--- src/rtl/mood_pkg.sv ---
// Shared encodings for the mood level regulator: FSM states, override direction
// and the counter command issued by the FSM to the stimulus qualifier.
package mood_pkg;

  typedef enum logic [1:0] {
    ST_IDLE     = 2'd0,
    ST_QUALIFY  = 2'd1,
    ST_OVERRIDE = 2'd2,
    ST_HOLD     = 2'd3
  } state_e;

  localparam logic DIR_INC = 1'b0;
  localparam logic DIR_DEC = 1'b1;

  typedef enum logic [1:0] {
    CNT_KEEP  = 2'd0,
    CNT_LOAD1 = 2'd1,
    CNT_INCR  = 2'd2
  } cnt_op_e;

endpackage

--- src/rtl/stim_qualifier.sv ---
// Reduces the stimulus vector to a request/direction pair and owns the shared
// filter/hold counter, whose updates are commanded by the regulator FSM.
module stim_qualifier
  import mood_pkg::*;
#(
  parameter int unsigned          N_STIM       = 7,
  parameter logic [N_STIM-1:0]    INC_MASK     = 7'b0000010,
  parameter logic [N_STIM-1:0]    DEC_MASK     = 7'b0000000,
  parameter bit                   INC_PRIORITY = 1'b1,
  parameter int unsigned          FILTER_LEN   = 4,
  parameter int unsigned          HOLD_CYCLES  = 8,
  parameter int unsigned          CNT_W        = 4
) (
  input  logic              clk,
  input  logic              rst_n,
  input  logic [N_STIM-1:0] stimuli,
  input  cnt_op_e           cnt_op,
  output logic              req,
  output logic              req_dir,
  output logic              filter_done,
  output logic              hold_done
);

  localparam logic [CNT_W-1:0] CNT_MAX = '1;

  logic             req_inc;
  logic             req_dec;
  logic [CNT_W-1:0] cnt;

  assign req_inc = |(stimuli & INC_MASK);
  assign req_dec = |(stimuli & DEC_MASK);
  assign req     = req_inc | req_dec;

  // Conflicting masks resolve through the priority parameter.
  always_comb begin
    req_dir = DIR_INC;
    if (req_inc && req_dec) begin
      req_dir = INC_PRIORITY ? DIR_INC : DIR_DEC;
    end else if (req_dec) begin
      req_dir = DIR_DEC;
    end
  end

  // filter_done looks one edge ahead: the edge that would make cnt reach FILTER_LEN.
  assign filter_done = (32'(cnt) + 32'd1) >= FILTER_LEN;
  assign hold_done   = 32'(cnt) >= HOLD_CYCLES;

  always_ff @(posedge clk or negedge rst_n) begin
    if (!rst_n) begin
      cnt <= '0;
    end else begin
      unique case (cnt_op)
        CNT_LOAD1: cnt <= CNT_W'(1);
        CNT_INCR:  if (cnt != CNT_MAX) cnt <= cnt + CNT_W'(1);
        default:   cnt <= cnt;
      endcase
    end
  end

endmodule

--- src/rtl/mood_regulator.sv ---
// Arbitrates between the state controller's inc/dec requests and filtered
// external stimuli that can force one mood level up or down.
module mood_regulator
  import mood_pkg::*;
#(
  parameter int unsigned          N_STIM       = 7,
  parameter logic [N_STIM-1:0]    INC_MASK     = 7'b0000010,
  parameter logic [N_STIM-1:0]    DEC_MASK     = 7'b0000000,
  parameter bit                   INC_PRIORITY = 1'b1,
  parameter int unsigned          FILTER_LEN   = 4,
  parameter int unsigned          HOLD_CYCLES  = 8,
  parameter int unsigned          CNT_W        = 4
) (
  input  logic              clk,
  input  logic              rst_n,
  input  logic              ena,
  input  logic              ctrl_inc,
  input  logic              ctrl_dec,
  input  logic [N_STIM-1:0] stimuli,
  output logic              level_inc,
  output logic              level_dec,
  output logic              override_active,
  output logic [1:0]        reg_state
);

  state_e  state;
  state_e  state_n;
  logic    dir;
  logic    dir_n;
  cnt_op_e cnt_op;
  logic    req;
  logic    req_dir;
  logic    filter_done;
  logic    hold_done;
  logic    forced_c;
  logic    inc_c;
  logic    dec_c;

  stim_qualifier #(
    .N_STIM       (N_STIM),
    .INC_MASK     (INC_MASK),
    .DEC_MASK     (DEC_MASK),
    .INC_PRIORITY (INC_PRIORITY),
    .FILTER_LEN   (FILTER_LEN),
    .HOLD_CYCLES  (HOLD_CYCLES),
    .CNT_W        (CNT_W)
  ) u_qual (
    .clk         (clk),
    .rst_n       (rst_n),
    .stimuli     (stimuli),
    .cnt_op      (cnt_op),
    .req         (req),
    .req_dir     (req_dir),
    .filter_done (filter_done),
    .hold_done   (hold_done)
  );

  always_ff @(posedge clk or negedge rst_n) begin
    if (!rst_n) begin
      state <= ST_IDLE;
      dir   <= DIR_INC;
    end else begin
      state <= state_n;
      dir   <= dir_n;
    end
  end

  // Next state, direction and counter command; ena low freezes everything.
  always_comb begin
    state_n = state;
    dir_n   = dir;
    cnt_op  = CNT_KEEP;
    if (ena) begin
      unique case (state)
        ST_IDLE: begin
          if (req) begin
            dir_n   = req_dir;
            cnt_op  = CNT_LOAD1;
            state_n = (FILTER_LEN == 1) ? ST_OVERRIDE : ST_QUALIFY;
          end
        end
        ST_QUALIFY: begin
          if (!req) begin
            state_n = ST_IDLE;
          end else if (req_dir != dir) begin
            dir_n  = req_dir;
            cnt_op = CNT_LOAD1;
          end else if (filter_done) begin
            state_n = ST_OVERRIDE;
          end else begin
            cnt_op = CNT_INCR;
          end
        end
        ST_OVERRIDE: begin
          if (req && (req_dir == dir)) begin
            state_n = ST_OVERRIDE;
          end else if (req) begin
            dir_n   = req_dir;
            cnt_op  = CNT_LOAD1;
            state_n = ST_QUALIFY;
          end else if (HOLD_CYCLES == 0) begin
            state_n = ST_IDLE;
          end else begin
            cnt_op  = CNT_LOAD1;
            state_n = ST_HOLD;
          end
        end
        ST_HOLD: begin
          if (req && (req_dir == dir)) begin
            state_n = ST_OVERRIDE;
          end else if (req) begin
            dir_n   = req_dir;
            cnt_op  = CNT_LOAD1;
            state_n = ST_QUALIFY;
          end else if (hold_done) begin
            state_n = ST_IDLE;
          end else begin
            cnt_op = CNT_INCR;
          end
        end
        default: state_n = ST_IDLE;
      endcase
    end
  end

  // Output values are derived from where the FSM is heading, so a forced
  // output appears on the same edge that enters OVERRIDE.
  always_comb begin
    forced_c = (state_n == ST_OVERRIDE) || (state_n == ST_HOLD);
    inc_c    = ctrl_inc & ~ctrl_dec;
    dec_c    = ctrl_dec & ~ctrl_inc;
    if (forced_c) begin
      inc_c = (dir_n == DIR_INC);
      dec_c = (dir_n == DIR_DEC);
    end
  end

  always_ff @(posedge clk or negedge rst_n) begin
    if (!rst_n) begin
      level_inc       <= 1'b0;
      level_dec       <= 1'b0;
      override_active <= 1'b0;
      reg_state       <= 2'd0;
    end else if (!ena) begin
      level_inc       <= 1'b0;
      level_dec       <= 1'b0;
      override_active <= 1'b0;
      reg_state       <= 2'd0;
    end else begin
      level_inc       <= inc_c;
      level_dec       <= dec_c;
      override_active <= forced_c;
      reg_state       <= 2'(state_n);
    end
  end

endmodule

--- config.mk ---
export PLATFORM = sky130hd
export DESIGN_NAME = mood_regulator
export DESIGN_NICKNAME = d
export VERILOG_FILES = /design/src/rtl/mood_pkg.sv /design/src/rtl/stim_qualifier.sv /design/src/rtl/mood_regulator.sv
export SDC_FILE = /design/constraint.sdc
export NUM_CORES = 1
export LEC_CHECK = 0
export ABC_AREA = 0
export CORE_UTILIZATION = 45
export CTS_CLUSTER_DIAMETER = 30
export DETAILED_ROUTE_END_ITERATION = 10
export GPL_TIMING_DRIVEN = 1
export PLACE_DENSITY = 0.76
export SLEW_MARGIN = 20
export SYNTH_ARGS = -nofsm -noshare
export SYNTH_HDL_FRONTEND = slang
export SYNTH_SLANG_ARGS = --single-unit
--- constraint.sdc ---
create_clock -name clk -period 2.6 [get_ports clk]
set_input_delay 0.26 -clock clk [delete_from_list [all_inputs] [get_ports clk]]
set_output_delay 0.26 -clock clk [all_outputs]
set_load 0.005 [all_outputs]
==> reports/metrics.json, run 1 <==
{
  "synthesis": {
    "synth_cell_area_sq_um": 609,
    "yosys.area.top_type_share": 0.452,
    "synth.net_count": 69,
    "synthDistinctLibCells": 29,
    "synth.ff_latch_count": 11,
    "syn_inst": 55,
    "yosys_warnings": 0,
    "synth_area_leaders": "dfrtp_1 45%, mux2i_1 4.9%, a221oi_4 4.3%",
    "ys_seq_area_frac": 0.452,
    "synth_area_per_cell_sq_um": 11.1,
    "synth_largest_area_cell": "dfrtp_1"
  },
  "detailed_routing": {
    "remaining_drc_errors": 0,
    "detailedRoute.firstPassIterationCount": 4,
    "dr.first_iter.drc_count": 7,
    "route.antenna.remaining_nets": 0,
    "detail_route.vias_per_cell": 5.75,
    "drt_wl_total_microns": 1060,
    "routed_wire_length_per_instance_microns": 13.1,
    "via_count": 466
  },
  "clocking": {
    "cts_hold_buffers": 0,
    "tritoncts": "yes",
    "cts_made_buffers": 3,
    "ctsResizeCount": 0,
    "worst_setup_hold_path_clk_slew_ns": 0.07,
    "cts.path.max_buffers": 2,
    "root_buffer": "clkbuf_4",
    "cts_post_setup_buffers_inserted": 0,
    "clk_latency_worst_skew_pair_ns": 0.26,
    "h-tree-depth": 1,
    "clock-sinks": 11
  },
  "floorplan": {
    "fp.coreArea_sq_mm": 0.00119,
    "die_width_microns": 38.8,
    "initial_core_utilization": 0.514,
    "die_boundary_height_microns": 38.8,
    "floorplan_die_area_sq_mm": 0.00151,
    "pin_count": 17,
    "placementRows": 12
  },
  "worst_hold_path": {
    "class_of_the_most_critical_hold_timing_path": "input port to asynchronous set/reset pin"
  },
  "placement": {
    "portBuffers": 10,
    "gp_congestion": 0.717,
    "final_hpwl_from_detailed_placement_microns": 807,
    "placed_cells_incl_taps": 77
  },
  "timing": {
    "tightest_slew_ns": 0.494,
    "clock_skews_ns": 0.00101,
    "number_of_slew_limit_violations_in_the_final_report": 0,
    "min_period_ns": 1.95,
    "slew_headroom": 0.669,
    "setup_viol": 0,
    "finalHoldViolCount": 0,
    "fmaxAchievable_mhz": 512,
    "timing.final.crit_share": 0.751,
    "setup-tns-final_ns": 0,
    "worst_case_hold_slack_ns": 0.327,
    "unrepaired_setup_endpoints_after_global_routing": "no"
  },
  "critical_path": {
    "arrival_ns": 2.10,
    "critPathKind": "flip-flop to flip-flop",
    "worstPathCellList": "ha_1 -> o21ai_1 -> a31oi_1 -> a211oi_2 -> o311ai_2 -> a221o_1",
    "worst_reg_to_reg_cells": 6,
    "crit_required_ns": 2.75,
    "path_max_fanout": 6,
    "timing.critical_path.slowest_stage_cell": "dfrtp_1",
    "regToRegSetupSlack_ns": 0.65,
    "highest_cell_delay_on_the_worst_timing_path_ns": 0.42,
    "r2r_start": "u_qual.cnt[0]",
    "crit_start": "u_qual.cnt[0]",
    "endpoint": "u_qual.cnt[2]",
    "start_kind": "flip-flop",
    "end_kind": "flip-flop",
    "worstReg2RegEnd": "u_qual.cnt[2]"
  },
  "power": {
    "worst_ir_drop_vdd_mv": 0.352,
    "leakagePower_nw": 0.324,
    "powerDensity_mw_per_mm2": 761
  },
  "cells_and_area": {
    "drive_above_1_share": 0.134,
    "syn2layout_area_growth_pct": 21.8,
    "layoutNonFillerInstCount": 81,
    "nets": 82,
    "num_antenna_cells": 0
  },
  "global_routing": {
    "grt_first_pass_wirelength_microns": 1680,
    "grt.total_usage": 0.173,
    "grt_max_degree": 12,
    "grt-ovfl-total": 0,
    "via_count_of_the_first_global_routing_pass": 400,
    "initial_antenna_violation_count": 0
  },
  "run": {
    "max_cap_violations": 0
  },
  "run_status": {
    "run_status": "finished, final reports clean"
  }
}
==> Yosys cell counts <==
cell / number
a2111oi_2: 1
a211o_1: 1
a211oi_2: 1
a21boi_0: 1
a21oi_1: 3
a221o_1: 1
a221oi_4: 1
a22o_1: 2
a31oi_1: 1
and3_1: 1
and3b_1: 1
buf_4: 1
clkbuf_1: 1
dfrtp_1: 11
ha_1: 2
inv_1: 5
inv_2: 1
mux2i_1: 3
nand2_1: 3
nand2b_1: 2
nand3_1: 1
nand3b_1: 3
nor2_1: 1
nor2b_1: 1
o21a_1: 1
o21ai_0: 2
o21ai_1: 1
o311ai_2: 1
or3_4: 1
==> how the worst min path moves through the flow <==
stage | to | depth (start not counted)
finish | state[1] | 1
global route | u_qual.cnt[2] | 1
CTS | state[1] | 1
detailed placement | u_qual.cnt[0] | 1
global placement | u_qual.cnt[0] | 1
floorplan | dir | 0
==> report_power, final <==
group / leakage [nW] / switching [mW] / internal (mW)
registers: 0.144 / 0.0452 / 0.207
clock network: 0.0150 / 0.0551 / 0.0593
logic: 0.165 / 0.0969 / 0.101
total: 0.324 / 0.197 / 0.368
==> metrics by stage <==
stage	setup WS, ns	area (sq um)	util	total power, mW
floorplan	0.813	609	-	0.395
global placement	0.573	716	0.603	0.446
detailed placement	0.535	716	0.603	0.456
CTS	0.631	742	0.626	0.572
global route	0.540	742	0.626	0.612
finish	0.648	742	0.626	0.565
==> cell usage in the layout, fill, tap and decap left out, drive strengths merged <==
cell type      Yosys  final
a22o               2      2
nand3              1      1
a211oi             1      1
a21boi             1      1
a211o              1      1
inv                6      6
ha                 2      2
dfrtp             11     11
nand2b             2      2
nor2b              1      1
a2111oi            1      1
and3b              1      1
nand3b             3      3
a31oi              1      1
or3                1      1
a221oi             1      1
and3               1      1
o311ai             1      1
a21oi              3      3
clkdlybuf4s50      0     10
o21ai              3      3
a221o              1      1
o21a               1      1
clkbuf             1      4
mux2i              3      3
nor2               1      1
nand2              3      3
==> worst max-delay path, delay by kind of cell, from the launching register on <==
| family | cells | cell delay [ns] |
|---|---|---|
| fa+ha+maj | 1 | 0.29 |
| flops | 1 | 0.42 |
| compound gates | 5 | 1.13 |
==> layer usage <==
layer / share of wire / track usage
met1: 0.45 / 0.198
met4: 0.010 / 0.129
met5: 0 / 0
met2: 0.49 / 0.279
met3: 0.055 / 0.0347
==> sequential cells by signal, summed over array words and instances, names as in the netlist <==
name,count
state,2
reg_state,1
override_active,1
level_dec,1
level_inc,1
dir,1
u_qual.cnt,4
==> cell families after synthesis <==
| logic type | after synthesis | share of synthesized area |
|---|---|---|
| flops | 11 | 0.452 |
| simple gates | 14 | 0.144 |
| fa+ha+maj | 2 | 0.0411 |
| mux | 3 | 0.0493 |
| compound gates | 17 | 0.259 |
| buf+inv | 8 | 0.0554 |
==> layout make-up <==
cell class / instances / area [sq um]
fill: 99 / 444
sequential: 11 / 275
clock buffer: 4 / 26.3
tap: 14 / 17.5
timing repair buffer: 10 / 100
multi-input combinational: 36 / 300
inverter: 6 / 22.5
(Power assumes the default switching activity.)
==> run 2: changes to the inputs <==
- CORE_UTILIZATION: 45 -> 40
- PLACE_DENSITY: 0.76 -> 0.71
- clock period: 2.6 -> 1.7 ns (I/O delays scaled with it)
==> reports/metrics.json, run 2 (synthesis results as in run 1) <==
{
  "run_status": {
    "run_status": "finished, final reports clean"
  },
  "critical_path": {
    "arrival": {"value": 1.82, "unit": "ns", "change": "-0.28 ns"},
    "worstPathCellList": "ha_4 -> o21ai_2 -> a31oi_1 -> a211oi_2 -> o311ai_4 -> a221o_1",
    "crit_start": "u_qual.cnt[1]",
    "endpoint": "u_qual.cnt[2]",
    "timing.critical_path.slowest_stage_cell": "dfrtp_1",
    "start_kind": "flip-flop",
    "critPathKind": "flip-flop to flip-flop",
    "worstReg2RegEnd": "u_qual.cnt[2]",
    "r2r_start": "u_qual.cnt[1]",
    "worst_reg_to_reg_cells": {"value": 6, "change": "unchanged"},
    "critical_path_cell_count": {"value": 6, "change": "unchanged"},
    "cp_num_buf_inv": {"value": 0, "change": "unchanged"},
    "worst_path_dominant_cell_family": "compound AO/OA/AOI/OAI gates",
    "crit_required": {"value": 1.86, "unit": "ns", "change": "-0.89 ns"},
    "path_max_fanout": {"value": 6, "change": "unchanged"},
    "end_kind": "flip-flop",
    "regToRegSetupSlack": {"value": 0.04, "unit": "ns", "change": "-0.61 ns"},
    "highest_cell_delay_on_the_worst_timing_path": {"value": 0.43, "unit": "ns", "change": "about the same"}
  },
  "cells_and_area": {
    "drive_above_1_share": {"value": 0.349, "change": "+0.215"},
    "syn2layout_area_growth_pct": 50.3,
    "stdcell_area": {"value": 916, "unit": "sq um", "change": "+23%"},
    "layoutNonFillerInstCount": {"value": 98, "change": "+21%"},
    "largest_register_ffs": {"value": 4, "change": "unchanged"},
    "layout_common_cells": "14 x buf_4, 11 x dfrtp_1, 10 x clkdlybuf4s50_1",
    "max_flop_register": "u_qual.cnt",
    "nets": {"value": 98, "change": "+20%"},
    "layout_top_registers": "u_qual.cnt (4), state (2)",
    "num_antenna_cells": {"value": 0, "change": "unchanged"},
    "mostFrequentLayoutCell": "buf_4"
  },
  "timing": {
    "tightest_slew": {"value": 0.492, "unit": "ns", "change": "-0.00230 ns"},
    "min_period": {"value": 1.66, "unit": "ns", "change": "-0.289 ns"},
    "setup_viol": {"value": 0, "change": "unchanged"},
    "fmaxAchievable": {"value": 601, "unit": "MHz", "change": "+17%"},
    "clock_skews": {"value": 0.00545, "unit": "ns", "change": "+0.00444 ns"},
    "timing.final.crit_share": {"value": 0.978, "change": "+0.227"},
    "slew_headroom": {"value": 0.671, "change": "+0.00154"},
    "unrepaired_setup_endpoints_after_global_routing": "yes",
    "finalHoldViolCount": {"value": 0, "change": "unchanged"},
    "number_of_slew_limit_violations_in_the_final_report": {"value": 0, "change": "unchanged"}
  },
  "floorplan": {
    "floorplan_die_area": {"value": 0.00168, "unit": "sq mm", "change": "+12%"},
    "placementRows": {"value": 13, "change": "+1"},
    "die_boundary_height": {"value": 41.0, "unit": "microns", "change": "+5.8%"},
    "pin_count": {"value": 17, "change": "unchanged"},
    "die_width": {"value": 41.0, "unit": "microns", "change": "+5.8%"},
    "fp.coreArea": {"value": 0.00137, "unit": "sq mm", "change": "+15%"},
    "initial_core_utilization": {"value": 0.446, "change": "-0.0677"}
  },
  "clocking": {
    "clock-sinks": {"value": 11, "change": "unchanged"},
    "tritoncts": "yes",
    "cts_made_buffers": {"value": 3, "change": "unchanged"},
    "worst_setup_hold_path_clk_slew": {"value": 0.08, "unit": "ns", "change": "about the same"},
    "clk_latency_worst_skew_pair": {"value": 0.27, "unit": "ns", "change": "about the same"},
    "h-tree-depth": {"value": 1, "change": "unchanged"},
    "cts_hold_buffers": {"value": 0, "change": "unchanged"},
    "root_buffer": "clkbuf_4",
    "cts.path.max_buffers": {"value": 2, "change": "unchanged"}
  },
  "global_routing": {
    "grt_first_pass_wirelength": {"value": 1950, "unit": "microns", "change": "+16%"},
    "initial_antenna_violation_count": {"value": 0, "change": "unchanged"},
    "grt_max_degree": {"value": 12, "change": "unchanged"},
    "via_count_of_the_first_global_routing_pass": {"value": 447, "change": "+12%"},
    "grt.total_usage": {"value": 0.190, "change": "+0.0173"},
    "grt-ovfl-total": {"value": 0, "change": "unchanged"}
  },
  "power": {
    "worst_ir_drop_vdd": {"value": 0.635, "unit": "mV", "change": "+80%"},
    "powerDensity": {"value": 1220, "unit": "mW/mm^2", "change": "+61%"},
    "leakagePower": {"value": 0.407, "unit": "nW", "change": "+26%"},
    "power": {"value": 1.12, "unit": "mW", "change": "+98%"}
  },
  "detailed_routing": {
    "drt_wl_total": {"value": 1300, "unit": "microns", "change": "+22%"},
    "detail_route.vias_per_cell": {"value": 5.28, "change": "-8.3%"},
    "via_count": {"value": 517, "change": "+11%"},
    "routed_wire_length_per_instance": {"value": 13.2, "unit": "microns", "change": "+0.96%"},
    "dr.first_iter.drc_count": {"value": 3, "change": "-4"},
    "detailedRoute.firstPassIterationCount": {"value": 2, "change": "-2"},
    "route.antenna.remaining_nets": {"value": 0, "change": "unchanged"},
    "remaining_drc_errors": {"value": 0, "change": "unchanged"}
  },
  "placement": {
    "gp_congestion": {"value": 0.716, "change": "-0.14%"},
    "postPlaceCellArea": {"value": 820, "unit": "sq um", "change": "+15%"},
    "portBuffers": {"value": 10, "change": "unchanged"},
    "placed_cells_incl_taps": {"value": 90, "change": "+17%"},
    "final_hpwl_from_detailed_placement": {"value": 886, "unit": "microns", "change": "+9.8%"}
  },
  "run": {
    "max_cap_violations": {"value": 0, "change": "unchanged"}
  },
  "worst_hold_path": {
    "class_of_the_most_critical_hold_timing_path": "input port to asynchronous set/reset pin"
  }
}
==> run 2: cell count changes in the layout (fill, tap and decap cells not counted), sizes merged <==
cell | before | now
buf | 0 | 16
==> run 2: what timing repair did <==
item	CTS	global route
gates resized for setup	3	4
pin swaps	6	1
setup buffers	3	2
endpoints found under the setup margin	5	6
==> run 2: power breakdown <==
group          internal [mW]  switching [mW]  leakage (nW)  total (mW)
Combinational          0.325           0.231         0.249       0.556
Clock                 0.0908          0.0917        0.0150       0.182
Sequential             0.317          0.0657         0.144       0.382
Total                  0.733           0.388         0.407        1.12
==> run 2: stage by stage <==
step                setup TNS (ns)   util  worst slack [ns]  hold slack [ns]
floorplan                        0      -           0.00509           -0.126
CTS                        -0.0205  0.649           -0.0205            0.241
global placement            -0.123  0.600            -0.102            0.540
detailed placement          -0.234  0.600            -0.117            0.541
finish                           0  0.670            0.0374            0.226
global route               -0.0790  0.670           -0.0325            0.267
==> run 2: layout make-up <==
class	instances	area, sq um
fill	106	450
multi-input combinational	36	345
sequential	11	275
timing repair buffer	26	228
clock buffer	4	26.3
inverter	6	22.5
tap	15	18.8
==> run 2: worst min-delay path by stage <==
stage | endpoint
CTS | u_qual.cnt[2]
global route | u_qual.cnt[2]
detailed placement | u_qual.cnt[2]
floorplan | dir
global placement | override_active
finish | u_qual.cnt[2]
==> run 2: routing by layer <==
layer / wire length (microns) / global-route usage / vias to the layer above
li1: - / - / 258
met1: 607 / 0.233 / 247
met2: 638 / 0.289 / 10
met3: 29 / 0.0489 / 2
met4: 20 / 0.125 / 0
met5: 0 / 0 / -
